`src/rtl/tx_pkg.sv`:
```
// Shared types and sizing for the TX slot drain path.
package tx_pkg;

  localparam int size_width_lp     = 16;
  localparam int slot_bytes_lp     = 2048;
  localparam int max_data_width_lp = 64;
  localparam int max_keep_width_lp = max_data_width_lp / 8;

  typedef enum logic {
    IDLE_S   = 1'b0,
    STREAM_S = 1'b1
  } state_e;

  // Sized for the widest word; narrower instances use the low bits.
  typedef struct packed {
    logic [max_data_width_lp-1:0] data;
    logic [max_keep_width_lp-1:0] keep;
    logic                         last;
  } tx_beat_s;

endpackage

```
`src/rtl/tx_frame_reader_fifo.sv`:
```
// Two-entry beat FIFO; the head entry drives the outputs straight from a register.
module tx_frame_reader_fifo
  import tx_pkg::*;
(
  input  logic       clk_i,
  input  logic       reset_n_i,
  input  logic       v_i,
  input  tx_beat_s   data_i,
  output logic       v_o,
  output tx_beat_s   data_o,
  input  logic       yumi_i,
  output logic [1:0] count_o
);

  tx_beat_s   mem_q [2];
  tx_beat_s   mem_d [2];
  logic       wr_ptr_q, wr_ptr_d;
  logic       rd_ptr_q, rd_ptr_d;
  logic [1:0] count_q, count_d;
  logic       push, pop;

  // The producer only writes when space is guaranteed, so push is never refused.
  always_comb begin
    push     = v_i;
    pop      = yumi_i && (count_q != 2'd0);
    mem_d    = mem_q;
    wr_ptr_d = wr_ptr_q;
    rd_ptr_d = rd_ptr_q;
    if (push) begin
      mem_d[wr_ptr_q] = data_i;
      wr_ptr_d        = ~wr_ptr_q;
    end
    if (pop) begin
      rd_ptr_d = ~rd_ptr_q;
    end
    count_d = count_q + 2'(push) - 2'(pop);
  end

  always_ff @(posedge clk_i or negedge reset_n_i) begin
    if (!reset_n_i) begin
      mem_q[0] <= '0;
      mem_q[1] <= '0;
      wr_ptr_q <= 1'b0;
      rd_ptr_q <= 1'b0;
      count_q  <= 2'd0;
    end else begin
      mem_q    <= mem_d;
      wr_ptr_q <= wr_ptr_d;
      rd_ptr_q <= rd_ptr_d;
      count_q  <= count_d;
    end
  end

  assign v_o     = (count_q != 2'd0);
  assign data_o  = mem_q[rd_ptr_q];
  assign count_o = count_q;

endmodule

```
`src/rtl/tx_frame_reader.sv`:
```
// Drains committed TX slots from buffer memory and streams them to the MAC as
// keep/last beats, releasing each slot once its final word read is issued.
module tx_frame_reader
  import tx_pkg::*;
#(
  parameter  int data_width_p  = 64,
  parameter  int els_p         = slot_bytes_lp,
  localparam int addr_width_lp = $clog2(els_p),
  localparam int keep_width_lp = data_width_p / 8
) (
  input  logic                     clk_i,
  input  logic                     reset_n_i,
  input  logic                     read_slot_v_i,
  output logic                     read_slot_ready_and_o,
  input  logic [size_width_lp-1:0] read_size_i,
  output logic                     read_v_o,
  output logic [addr_width_lp-1:0] read_addr_o,
  input  logic [data_width_p-1:0]  read_data_i,
  output logic                     tx_v_o,
  input  logic                     tx_ready_i,
  output logic [data_width_p-1:0]  tx_data_o,
  output logic [keep_width_lp-1:0] tx_keep_o,
  output logic                     tx_last_o,
  output logic                     size_err_o,
  output logic                     dbg_state_o
);

  localparam int lsb_lp       = $clog2(keep_width_lp);
  localparam int cnt_width_lp = size_width_lp + 1;
  localparam logic [cnt_width_lp-1:0] els_lp   = cnt_width_lp'(els_p);
  localparam logic [cnt_width_lp-1:0] round_lp = cnt_width_lp'(keep_width_lp - 1);

  state_e                    state_q, state_d;
  logic [cnt_width_lp-1:0]   idx_q, idx_d;
  logic [cnt_width_lp-1:0]   last_idx_q, last_idx_d;
  logic [lsb_lp-1:0]         rem_q, rem_d;
  logic                      infl_q, infl_d;
  logic                      infl_last_q, infl_last_d;
  logic [keep_width_lp-1:0]  infl_keep_q, infl_keep_d;
  logic                      size_err_q, size_err_d;

  logic [cnt_width_lp-1:0]   size_c, words;
  logic [keep_width_lp-1:0]  keep_rem;
  logic [1:0]                fifo_count, occ;
  logic                      fifo_v, tx_hs, credit_ok, issue, last_issue;
  tx_beat_s                  fifo_in, fifo_out;

  // All handshakes are valid/ready: a transfer happens in a cycle where both
  // sides are high; valid never waits on ready, and the slot is dequeued by
  // read_slot_ready_and_o on the cycle its last word read is issued.
  always_comb begin
    tx_hs      = fifo_v && tx_ready_i;
    occ        = fifo_count + {1'b0, infl_q};
    credit_ok  = (occ < 2'd2) || ((occ == 2'd2) && tx_hs);
    issue      = (state_q == STREAM_S) && credit_ok;
    last_issue = issue && (idx_q == last_idx_q);
    for (int b = 0; b < keep_width_lp; b++) begin
      keep_rem[b] = (b < int'(rem_q));
    end

    state_d               = state_q;
    idx_d                 = idx_q;
    last_idx_d            = last_idx_q;
    rem_d                 = rem_q;
    size_err_d            = 1'b0;
    read_slot_ready_and_o = 1'b0;
    size_c                = cnt_width_lp'(read_size_i);
    words                 = '0;
    infl_d                = issue;
    infl_last_d           = last_issue;
    infl_keep_d           = (last_issue && (rem_q != '0)) ? keep_rem : '1;

    case (state_q)
      IDLE_S: begin
        if (read_slot_v_i) begin
          idx_d = '0;
          if (size_c == '0) begin
            read_slot_ready_and_o = 1'b1;
            size_err_d            = 1'b1;
          end else begin
            if (size_c > els_lp) begin
              size_err_d = 1'b1;
              size_c     = els_lp;
            end
            words      = (size_c + round_lp) >> lsb_lp;
            last_idx_d = words - cnt_width_lp'(1);
            rem_d      = size_c[lsb_lp-1:0];
            state_d    = STREAM_S;
          end
        end
      end
      STREAM_S: begin
        if (issue) begin
          idx_d = idx_q + cnt_width_lp'(1);
        end
        if (last_issue) begin
          read_slot_ready_and_o = read_slot_v_i;
          state_d               = IDLE_S;
        end
      end
      default: state_d = IDLE_S;
    endcase

    read_v_o    = issue;
    read_addr_o = issue ? addr_width_lp'(idx_q << lsb_lp) : '0;

    fifo_in      = '0;
    fifo_in.data = max_data_width_lp'(read_data_i);
    fifo_in.keep = max_keep_width_lp'(infl_keep_q);
    fifo_in.last = infl_last_q;
  end

  always_ff @(posedge clk_i or negedge reset_n_i) begin
    if (!reset_n_i) begin
      state_q     <= IDLE_S;
      idx_q       <= '0;
      last_idx_q  <= '0;
      rem_q       <= '0;
      infl_q      <= 1'b0;
      infl_last_q <= 1'b0;
      infl_keep_q <= '0;
      size_err_q  <= 1'b0;
    end else begin
      state_q     <= state_d;
      idx_q       <= idx_d;
      last_idx_q  <= last_idx_d;
      rem_q       <= rem_d;
      infl_q      <= infl_d;
      infl_last_q <= infl_last_d;
      infl_keep_q <= infl_keep_d;
      size_err_q  <= size_err_d;
    end
  end

  tx_frame_reader_fifo u_fifo (
    .clk_i     (clk_i),
    .reset_n_i (reset_n_i),
    .v_i       (infl_q),
    .data_i    (fifo_in),
    .v_o       (fifo_v),
    .data_o    (fifo_out),
    .yumi_i    (tx_hs),
    .count_o   (fifo_count)
  );

  assign tx_v_o      = fifo_v;
  assign tx_data_o   = fifo_out.data[data_width_p-1:0];
  assign tx_keep_o   = fifo_out.keep[keep_width_lp-1:0];
  assign tx_last_o   = fifo_out.last;
  assign size_err_o  = size_err_q;
  assign dbg_state_o = state_q;

endmodule

```
`config.mk`:
```
export PLATFORM = sky130hd
export DESIGN_NAME = tx_frame_reader
export DESIGN_NICKNAME = d
export VERILOG_FILES = /design/src/rtl/tx_pkg.sv /design/src/rtl/tx_frame_reader_fifo.sv /design/src/rtl/tx_frame_reader.sv
export SDC_FILE = /design/constraint.sdc
export NUM_CORES = 1
export LEC_CHECK = 0
export ABC_AREA = 1
export CORE_ASPECT_RATIO = 0.6
export CORE_UTILIZATION = 40
export CTS_CLUSTER_SIZE = 30
export DETAILED_ROUTE_END_ITERATION = 8
export HOLD_SLACK_MARGIN = 0.08
export PLACE_DENSITY = 0.75
export SYNTH_ARGS = -nofsm -noshare
export SYNTH_HDL_FRONTEND = slang
export SYNTH_SLANG_ARGS = --single-unit
```
`constraint.sdc`:
```
create_clock -name clk_i -period 2.9 [get_ports clk_i]
set_clock_uncertainty 0.1 [all_clocks]
set_input_delay 0.435 -clock clk_i [delete_from_list [all_inputs] [get_ports clk_i]]
set_output_delay 0.435 -clock clk_i [all_outputs]
set_load 0.01 [all_outputs]
```
# == After elaboration in Yosys (flattened, before gate mapping) ==
# Index checks and enable logic that the tools add are counted.
# W data, S select, Z words.
# totals
regBits,199
output_inout_bits,89
elab_cells,84
# op_classes
n_addsub,5
n_lt_le_gt_ge,12
n_eq_ne,4
muxes,27
n_bitwise,6
reduce_logical,13
# op_table
op,count
$mux W73,4
$bwmux W146,1
$mux W17,5
$demux W73 S1,1
$pmux W17 S2,1
$add A17 B1 Y17 const B,1
$add A17 B3 Y17 const B,1
$eq A17 B17 Y1,1
$gt A16 B12 Y1 const B,1
$logic_not A16 Y1,1
$mux W16,1
$sub A14 B1 Y15 const B,1
$mux W11,1
$mux W1,10
$lt A3 B3 Y1 const A,3
$mux W8,1
$logic_and A1 B1 Y1,7
$lt A1 B3 Y1 const A,2
$lt A2 B3 Y1 const A,2
$ge A2 B2 Y1 const B,2
$not A1 Y1,4
$not A1 Y2,2
$pmux W1 S2,2
$reduce_and A3 Y1,1
11 further kinds,11

# == Longest topological paths before layout ==
# Gate-level depths: netlist (run 1).
# logic_depth
depth_word,8
ltp_mapped,22

# == By module ==
# A second synthesis (run 1) with hierarchy kept.
# unflattened
hier_cells,1163
hier_area_um2,9924.5
# by_module_without_submodules
module,n_inst,cells_per_inst,area_per_inst_um2
tx_frame_reader_fifo,1,806,7206.9
tx_frame_reader,1,357,2717.6

# == Least setup slack after synthesis (run 1) ==
# OpenSTA, ideal clock, no wires.
# synth_timing
path_kind,input -> register
start,input port read_size_i[1]
end,register last_idx_q[8]
arrival_ns,2.108
path_slack_ns,0.575
stages,20
path_buffers,1
cell_sequence,nor2_1 -> nand2_1 -> nor2_2 -> nand2_1 -> nand2_2 -> buf_6 -> nand2_2 -> nor2_4 -> inv_1 -> nand2_1 -> ha_1 -> inv_1 -> nor2_2 -> nand2_2 -> nor2_4 -> nand2_1 -> nand2_1 -> nand2_1 -> nand2_1 -> nand2_1
# synth_via
elab_chain_len,7
# synth_rtl
element,line,text
start: declaration,tx_frame_reader.sv:15,"input logic [size_width_lp-1:0] read_size_i,"
$gt A16 B12 Y1,tx_frame_reader.sv:81,if (size_c > els_lp) begin
$mux W16,tx_frame_reader.sv:81,
$mux W17,tx_frame_reader.sv:77,if (size_c == '0) begin
$mux W17,tx_frame_reader.sv:75,if (read_slot_v_i) begin
$mux W17,tx_frame_reader.sv:73,case (state_q)
$add A17 B3 Y17,tx_frame_reader.sv:85,words = (size_c + round_lp) >> lsb_lp;
$sub A14 B1 Y15,tx_frame_reader.sv:86,last_idx_d = words - cnt_width_lp'(1);
end signal: assignment,tx_frame_reader.sv:126,last_idx_q <= last_idx_d;
end: declaration,tx_frame_reader.sv:35,"logic [cnt_width_lp-1:0] last_idx_q, last_idx_d;"
# Several ways; a longest one is shown, not always the timed one. The select of a mux whose other input is x is not followed.
# A chain may end at the register's enable or synchronous reset.

# == Worst setup path after layout (run 1) ==
# layout_timing
start,register infl_q
end,output port read_v_o
# layout_via
elab_chain_len,5
# layout_rtl
element,line,text
start: declaration,tx_frame_reader.sv:37,"logic infl_q, infl_d;"
start signal: assignment,tx_frame_reader.sv:128,infl_q <= infl_d;
$add A2 B1 Y2 (*),tx_frame_reader.sv:53,"occ = fifo_count + {1'b0, infl_q};"
$eq A2 B2 Y1,tx_frame_reader.sv:54,credit_ok = (occ < 2'd2) || ((occ == 2'd2) && tx_hs);
$logic_and A1 B1 Y1,tx_frame_reader.sv:54,
$logic_or A1 B1 Y1 (*),tx_frame_reader.sv:54,
$logic_and A1 B1 Y1 (*),tx_frame_reader.sv:55,issue = (state_q == STREAM_S) && credit_ok;
end: declaration,tx_frame_reader.sv:16,"output logic read_v_o,"
# Every way passes the cells marked *; elsewhere a longest branch is shown, timed or not.

==> results of run 1 <==
-- state kept, by name, indices dropped and copies added, names as in the netlist --
| register | flops |
|---|---|
| dbg_state_o | 1 |
| idx_q | 17 |
| infl_keep_q | 8 |
| infl_last_q | 1 |
| infl_q | 1 |
| last_idx_q | 15 |
| rem_q | 3 |
| size_err_o | 1 |
| u_fifo.count_o | 2 |
| u_fifo.mem_q | 146 |
| u_fifo.rd_ptr_q | 1 |
| u_fifo.wr_ptr_q | 1 |
-- repair_timing --
action | CTS | global route
cloned | 0 | 0
resized for setup | 7 | 7
setup buffers | 1 | 0
hold buffers | 1 | 0
endpoints found under the hold margin | 67 | 0
endpoints found under the setup margin | 3 | 7
pin swaps | 1 | 0
-- path summary, 6_finish.rpt --
kind / slack, ps / cells after the start / end
max: 140 / 6 / read_v_o
min: 380 / 2 / u_fifo.mem_q[121]
max reg2reg: 400 / 11 / idx_q[16]
min reg2reg: 380 / 2 / u_fifo.mem_q[121]
max in group asynchronous: 1460 / 3 / infl_keep_q[5]
min in group asynchronous: 460 / 2 / u_fifo.mem_q[36]
-- placed cells by master, fill, tap and decap left out, types with 5 or more instances in the layout --
master,instances
clkdlybuf4s50_1,159
dlymetal6s2s_1,6
nand2_2,6
dfrtp_1,195
a21oi_1,14
buf_4,28
nor2_1,46
inv_6,5
inv_1,121
nand3_1,30
clkbuf_16,17
nand2_1,446
nor3_1,7
o21ai_0,168
xnor2_1,5
xor2_1,12
buf_12,6
-- metal layers --
layer / part of all wire (%) / track usage (%) / wire [um] / vias up
met5: 0 / 0 / 0 / -
met1: 51 / 31.6 / 11800 / 3661
met2: 42 / 29.4 / 9530 / 238
met3: 6.2 / 3.88 / 1410 / 20
li1: - / - / - / 3908
met4: 0.95 / 5.28 / 217 / 0
-- kinds of logic after synthesis --
logic type                 count (synthesis)
DFF                                      197
AOI/OAI and AO/OA                        194
buffers and inverters                    182
and+or+nand+nor                          560
xor gates and xnor gates                  17
adders and majority gates                  4
other                                      2
muxes                                      1
-- area by class of cell --
cell class / instances / area, um^2 / area share, %
clock buffers: 19 / 433 / 3.62
flip-flops and latches: 197 / 4930 / 41.2
multi-input cells: 780 / 3510 / 29.3
clock inverters: 13 / 193 / 1.61
repair buffers: 204 / 2050 / 17.1
well taps: 308 / 385 / 3.22
inverters: 124 / 465 / 3.89
-- metrics by stage --
step	setup TNS [ps]	worst slack, ps
finish	0	137
global route	0	33.0
CTS	0	31.4
detailed placement	-37.2	-37.2
global placement	0	35.8
floorplan	0	575
-- worst max-delay path, cell delays in order, from the launching register on --
cell and delay, ps:
dfrtp_1 430, ha_1 330, o21ai_1 150, nand2_1 80
inv_1 110, buf_4 160, clkdlybuf4s50_1 540
-- report_power, final --
| group | leakage, nW | internal [W] | switching, W |
|---|---|---|---|
| Sequential | 2.39 | 0.00389 | 0.000630 |
| Combinational | 3.38 | 0.00267 | 0.00331 |
| Clock | 0.299 | 0.00146 | 0.00109 |
| Total | 6.07 | 0.00803 | 0.00504 |
==> summary.txt, run 1 <==
Yosys
  • Most area-consuming cells after synthesis: dfrtp_1 54%, nand2_1 18%, o21ai_0 9.2%
  • Count leader, synth: nand2_1
  • Sequential fraction of the synthesis area: between 50 and 60%
  • Largest family of logic cells by synthesized area: simple AND/OR/NAND/NOR gates
  • Mapped Area: just over 0.009 mm^2
  • Mux contribution to synthesized area: less than 1%
  • Synth unique cells: 39
  • Syn Inst Count: around 1200
  • YS warnings: 0
  • Post-synth top area cell: dfrtp_1
  • Post-synth top cells: 447 x nand2_1, 197 x dfrtp_1, 168 x o21ai_0, 122 x inv_1, 51 x clkbuf_1
  • Yosys top cell area share: between 50% and 60%
  • Compound-Gate Fraction of Synth Area: between 10% and 20%
  • Syn Area/Cell: slightly below 8 um^2
  • Synth Register Bits: 197
  • Synth Area in Adders: 0.549%
  • Ys async rst share: 100%
  • Post-Synth Simple-Gate Area: approximately a quarter
  • Dominant synthesized flop cell: dfrtp_1
  • Number of enable flip-flop cells after synthesis: 0
  • Fraction of synthesized cell area in xor and xnor cells: 1.63%

Setup path
  • Reg2reg start: infl_q
  • Top fanout value on the critical path: 5
  • Critical path type: reg2out
  • Crit end category: output pin
  • CP arrival: about 2200 ps
  • Worst EP required: about 2400 ps
  • Crit start category: flop
  • Critical Path Source: infl_q

Die
  • Die height: approximately 120 um
  • FP Rows: 42
  • I/O Pins: around 170
  • Initial Utilization: between 40% and 50%
  • Die W: approximately 200 um
  • Core area: approximately 0.022 mm^2
  • Die area: approximately 0.023 mm^2

Power and ir drop
  • Power Density: 1090 mW/mm^2
  • Pleak: around 6.1 nW
  • Max VDD drop: between 0.4 and 0.5 mV
  • Pwr Total: roughly 0.013 W

Placed design
  • DP Area: approximately 0.011 mm^2
  • RD Place Congestion: 0.862
  • Placed Cells: about 1600
  • PortBufs: 169
  • HPWL Detailed: roughly 15000 um

Clocking
  • Clk_lat worst skew: 440 ps
  • Reg clk slew, reported paths: around 70 ps
  • H-tree levels: 4
  • CTS buffer count: 17
  • CTS tree: built
  • Clock Root Buffer: clkbuf_16
  • Bufs on Longest Clock Path: 2
  • Clock Sink Count: around 200

Drt
  • ANT nets after route: 0
  • Routed Wire Length: approximately 23000 um
  • Avg Vias per Cell: approximately 4.8
  • WL/cell: 13.9 um
  • Via count: 7827
  • 1st-iter DRT viols: 596
  • DR pass1 iterations: 5
  • DRC violations left: 0

Global routing
  • Largest net degree at the start of global routing: a little over 80
  • Vias in the first global route: around 7500
  • First-pass GRT wire length: ~38000 um
  • Initial antenna violation count: 0
  • Congestion Overflow GR: 0
  • Tot GR Track Use: approximately a fifth

STA
  • Final period utilization: a little over nine tenths
  • Final min period: between 2000 and 3000 ps
  • Count of final setup violators: 0
  • Fmax achieved: about 360 MHz
  • Slew Limit Fails: 0
  • Final Hold Viols: 0
  • Relative slew slack: 48.8%
  • Worst hold margin: ~380 ps
  • RSZ-0062 raised after global routing: no
  • Slew @ Worst Pin: around 760 ps

Cells and area
  • # diodes: 0
  • Design area: between 0.01 and 0.015 mm^2
  • Finished Layout Cells: 1645
  • Final Core Density: between 50% and 60%
  • # nets final: 1412
  • Area grow syn2layout: 31.3%
  • Fillers: a little over 2000
  • Layout cells sized above 1: about 7%

Min path
  • Hold Startpoint: u_fifo.mem_q[121]
  • Worst min path class: reg2reg

Job
  • Max-cap violations: 0

Status
  • Status: finished, final reports clean
(Power assumes the default switching activity.)
==> run 2: changes to the inputs <==
--- a/config.mk
+++ b/config.mk
@@ -10,8 +10,10 @@
 export CORE_UTILIZATION = 40
 export CTS_CLUSTER_SIZE = 30
 export DETAILED_ROUTE_END_ITERATION = 8
+export GPL_TIMING_DRIVEN = 0
 export HOLD_SLACK_MARGIN = 0.08
-export PLACE_DENSITY = 0.75
+export PLACE_DENSITY = 0.78
 export SYNTH_ARGS = -nofsm -noshare
 export SYNTH_HDL_FRONTEND = slang
 export SYNTH_SLANG_ARGS = --single-unit
+export TNS_END_PERCENT = 50
==> constraint.sdc (replaced) <==
create_clock -name clk_i -period 2.25 [get_ports clk_i]
set_clock_uncertainty 0.1 [all_clocks]
set_input_delay 0.3375 -clock clk_i [delete_from_list [all_inputs] [get_ports clk_i]]
set_output_delay 0.3375 -clock clk_i [all_outputs]
set_load 0.01 [all_outputs]
==> run 2 against run 1 <==
Critical endpoint is now read_slot_ready_and_o. Cell count up 3.5%. Largest cell class unchanged. Critical path type unchanged. Sequential share of layout area down 1.6 points. Count of clock-buffer cells in the layout unchanged. First-iteration DRC count up 2.5%. The run now ends with setup timing left. Non-clock buffer count up 59. Register-to-register slack worse by 350 ps. Highest routed layer unchanged.
==> summary.txt, run 2 (same netlist as run 1, synthesis figures left out) <==
Clocking
  • CTS tree: built
  • Reg clk slew, reported paths: 70 ps
  • Bufs on Longest Clock Path: 2
  • Clk_lat worst skew: between 400 and 500 ps
  • Clock Root Buffer: clkbuf_16
  • CTS buffer count: 17
  • H-tree levels: 4
  • Clock Sink Count: 197

Cells and area
  • Design area: 0.0125 mm^2
  • # nets final: between 1000 and 1500
  • Final Core Density: between 50% and 60%
  • Area grow syn2layout: 36.7%
  • Reg with most FFs: u_fifo.mem_q
  • Commonest cells after routing, fill and taps aside: 436 x nand2_1, 194 x dfrtp_1, 168 x o21ai_0, 115 x inv_1, 69 x clkdlybuf4s50_1
  • Layout cells sized above 1: between 10% and 20%
  • # diodes: 0
  • Max reg flops: 146
  • Finished Layout Cells: roughly 1700
  • Most common cell after layout, fill and taps aside: nand2_1
  • Biggest regs: u_fifo.mem_q x146, idx_q x17, last_idx_q x15

STA
  • RSZ-0062 raised after global routing: yes
  • Final min period: between 2000 and 2500 ps
  • Relative slew slack: between 50 and 60%
  • Total negative slack: -346 ps
  • Fin worst setup slack: -192 ps
  • Fmax achieved: approximately 400 MHz
  • Final period utilization: 109%
  • Slew Limit Fails: 0
  • Count of final setup violators: 9
  • Slew @ Worst Pin: 601 ps
  • Final Hold Viols: 0

Drt
  • Avg Vias per Cell: roughly 5
  • Routed Wire Length: about 25000 um
  • Met1 WL: between 10000 and 15000 um
  • Via count: 8302
  • DRC violations left: 0
  • ANT nets after route: 0
  • Top routing layer in use: met4
  • DR pass1 iterations: 5
  • WL/cell: between 10 and 15 um
  • Met2 WL: approximately 11000 um
  • 1st-iter DRT viols: a little over 600
  • Met3 routed WL: approximately 1600 um

Global routing
  • Congestion Overflow GR: 0
  • First-pass GRT wire length: 39800 um
  • Vias in the first global route: 7862
  • Initial antenna violation count: 0
  • Tot GR Track Use: 21.7%
  • Largest net degree at the start of global routing: 81

Die
  • Initial Utilization: 41.1%
  • I/O Pins: between 150 and 200
  • Die area: roughly 0.023 mm^2
  • Core area: approximately 0.022 mm^2
  • Die height: between 100 and 150 um
  • Die W: 197 um
  • FP Rows: 42

Setup path
  • Reg-to-reg slack, setup: around 50 ps
  • Crit start category: flop
  • CP arrival: 2000 ps
  • Critical path type: reg2out
  • Top fanout value on the critical path: 2
  • R2R Path End: idx_q[16]
  • Reg2reg start: u_fifo.count_o[0]
  • Crit end category: output pin
  • Worst EP required: about 1800 ps
  • Critical Path Source: last_idx_q[4]
  • Reg2Reg Depth: 12

Status
  • Failing checks: setup timing
  • Status: finished, violations left

Min path
  • Worst min path class: in2reg
  • Hold EP: rem_q[1]
  • Hold Startpoint: read_size_i[1]
  • WHS Path Cells: 3

Placed design
  • DP Area: between 0.01 and 0.015 mm^2
  • PortBufs: about 170
  • HPWL Detailed: between 15000 and 20000 um
  • Placed Cells: between 1500 and 2000
  • RD Place Congestion: ~0.84

Power and ir drop
  • Pwr Total: around 0.017 W
  • Pleak: 6.42 nW
  • Max VDD drop: about 1.1 mV
  • Power Density: between 1000 and 1500 mW/mm^2

Job
  • Max-cap violations: 0
==> run 2: routing by layer <==
metal  track usage [%]  up-vias
met5                 0        -
met4              5.33        0
met3              4.70       20
met2              32.0      275
met1              32.3     3975
li1                  -     4032
==> run 2: layout make-up <==
type	count	area, um^2
Fill cell	2046	9720
Sequential cell	197	4930
Multi-Input combinational cell	780	3740
Timing Repair Buffer	205	1920
Inverter	124	465
Buffer	58	454
Clock buffer	19	433
Tap cell	308	385
Clock inverter	12	124
==> run 2: through the flow <==
step | worst slack, ps | hold WS [ps]
after CTS | -253 | 259
after floorplan | 22.6 | -58.1
after global placement | -7400 | 366
after global routing | -327 | 303
final | -192 | 281
after detailed placement | -864 | 175
==> run 2: power by group <==
part           internal [W]  total [W]  switching (W)
logic               0.00359    0.00850        0.00491
registers           0.00502    0.00583       0.000807
clock network       0.00154    0.00293        0.00139
total                0.0102     0.0173        0.00711
==> run 2: what timing repair did <==
item / in CTS / in global routing
pin swaps: 7 / 27
gates cloned: 1 / 0
hold buffers: 1 / 0
hold endpoints to repair: 52 / 0
buffers inserted: 11 / 21
gates resized for setup: 207 / 96
setup endpoints to repair: 103 / 52
==> run 2: worst max-delay path by stage <==
| stage | to | slack [ps] | cells after the start |
|---|---|---|---|
| finish | read_slot_ready_and_o | -190 | 6 |
| global route | read_slot_ready_and_o | -330 | 6 |
| CTS | read_slot_ready_and_o | -250 | 6 |
| detailed placement | last_idx_q[8] | -860 | 21 |
| global placement | last_idx_q[5] | -7400 | 1 |
| floorplan | last_idx_q[8] | 20 | 20 |
==> run 2: critical path, stage by stage (launching register included) <==
cell	delay [ps]
dfrtp_1	400
xor2_1	170
nor4_1	250
nor4b_2	270
nand3_1	190
a21oi_2	170
buf_2	140
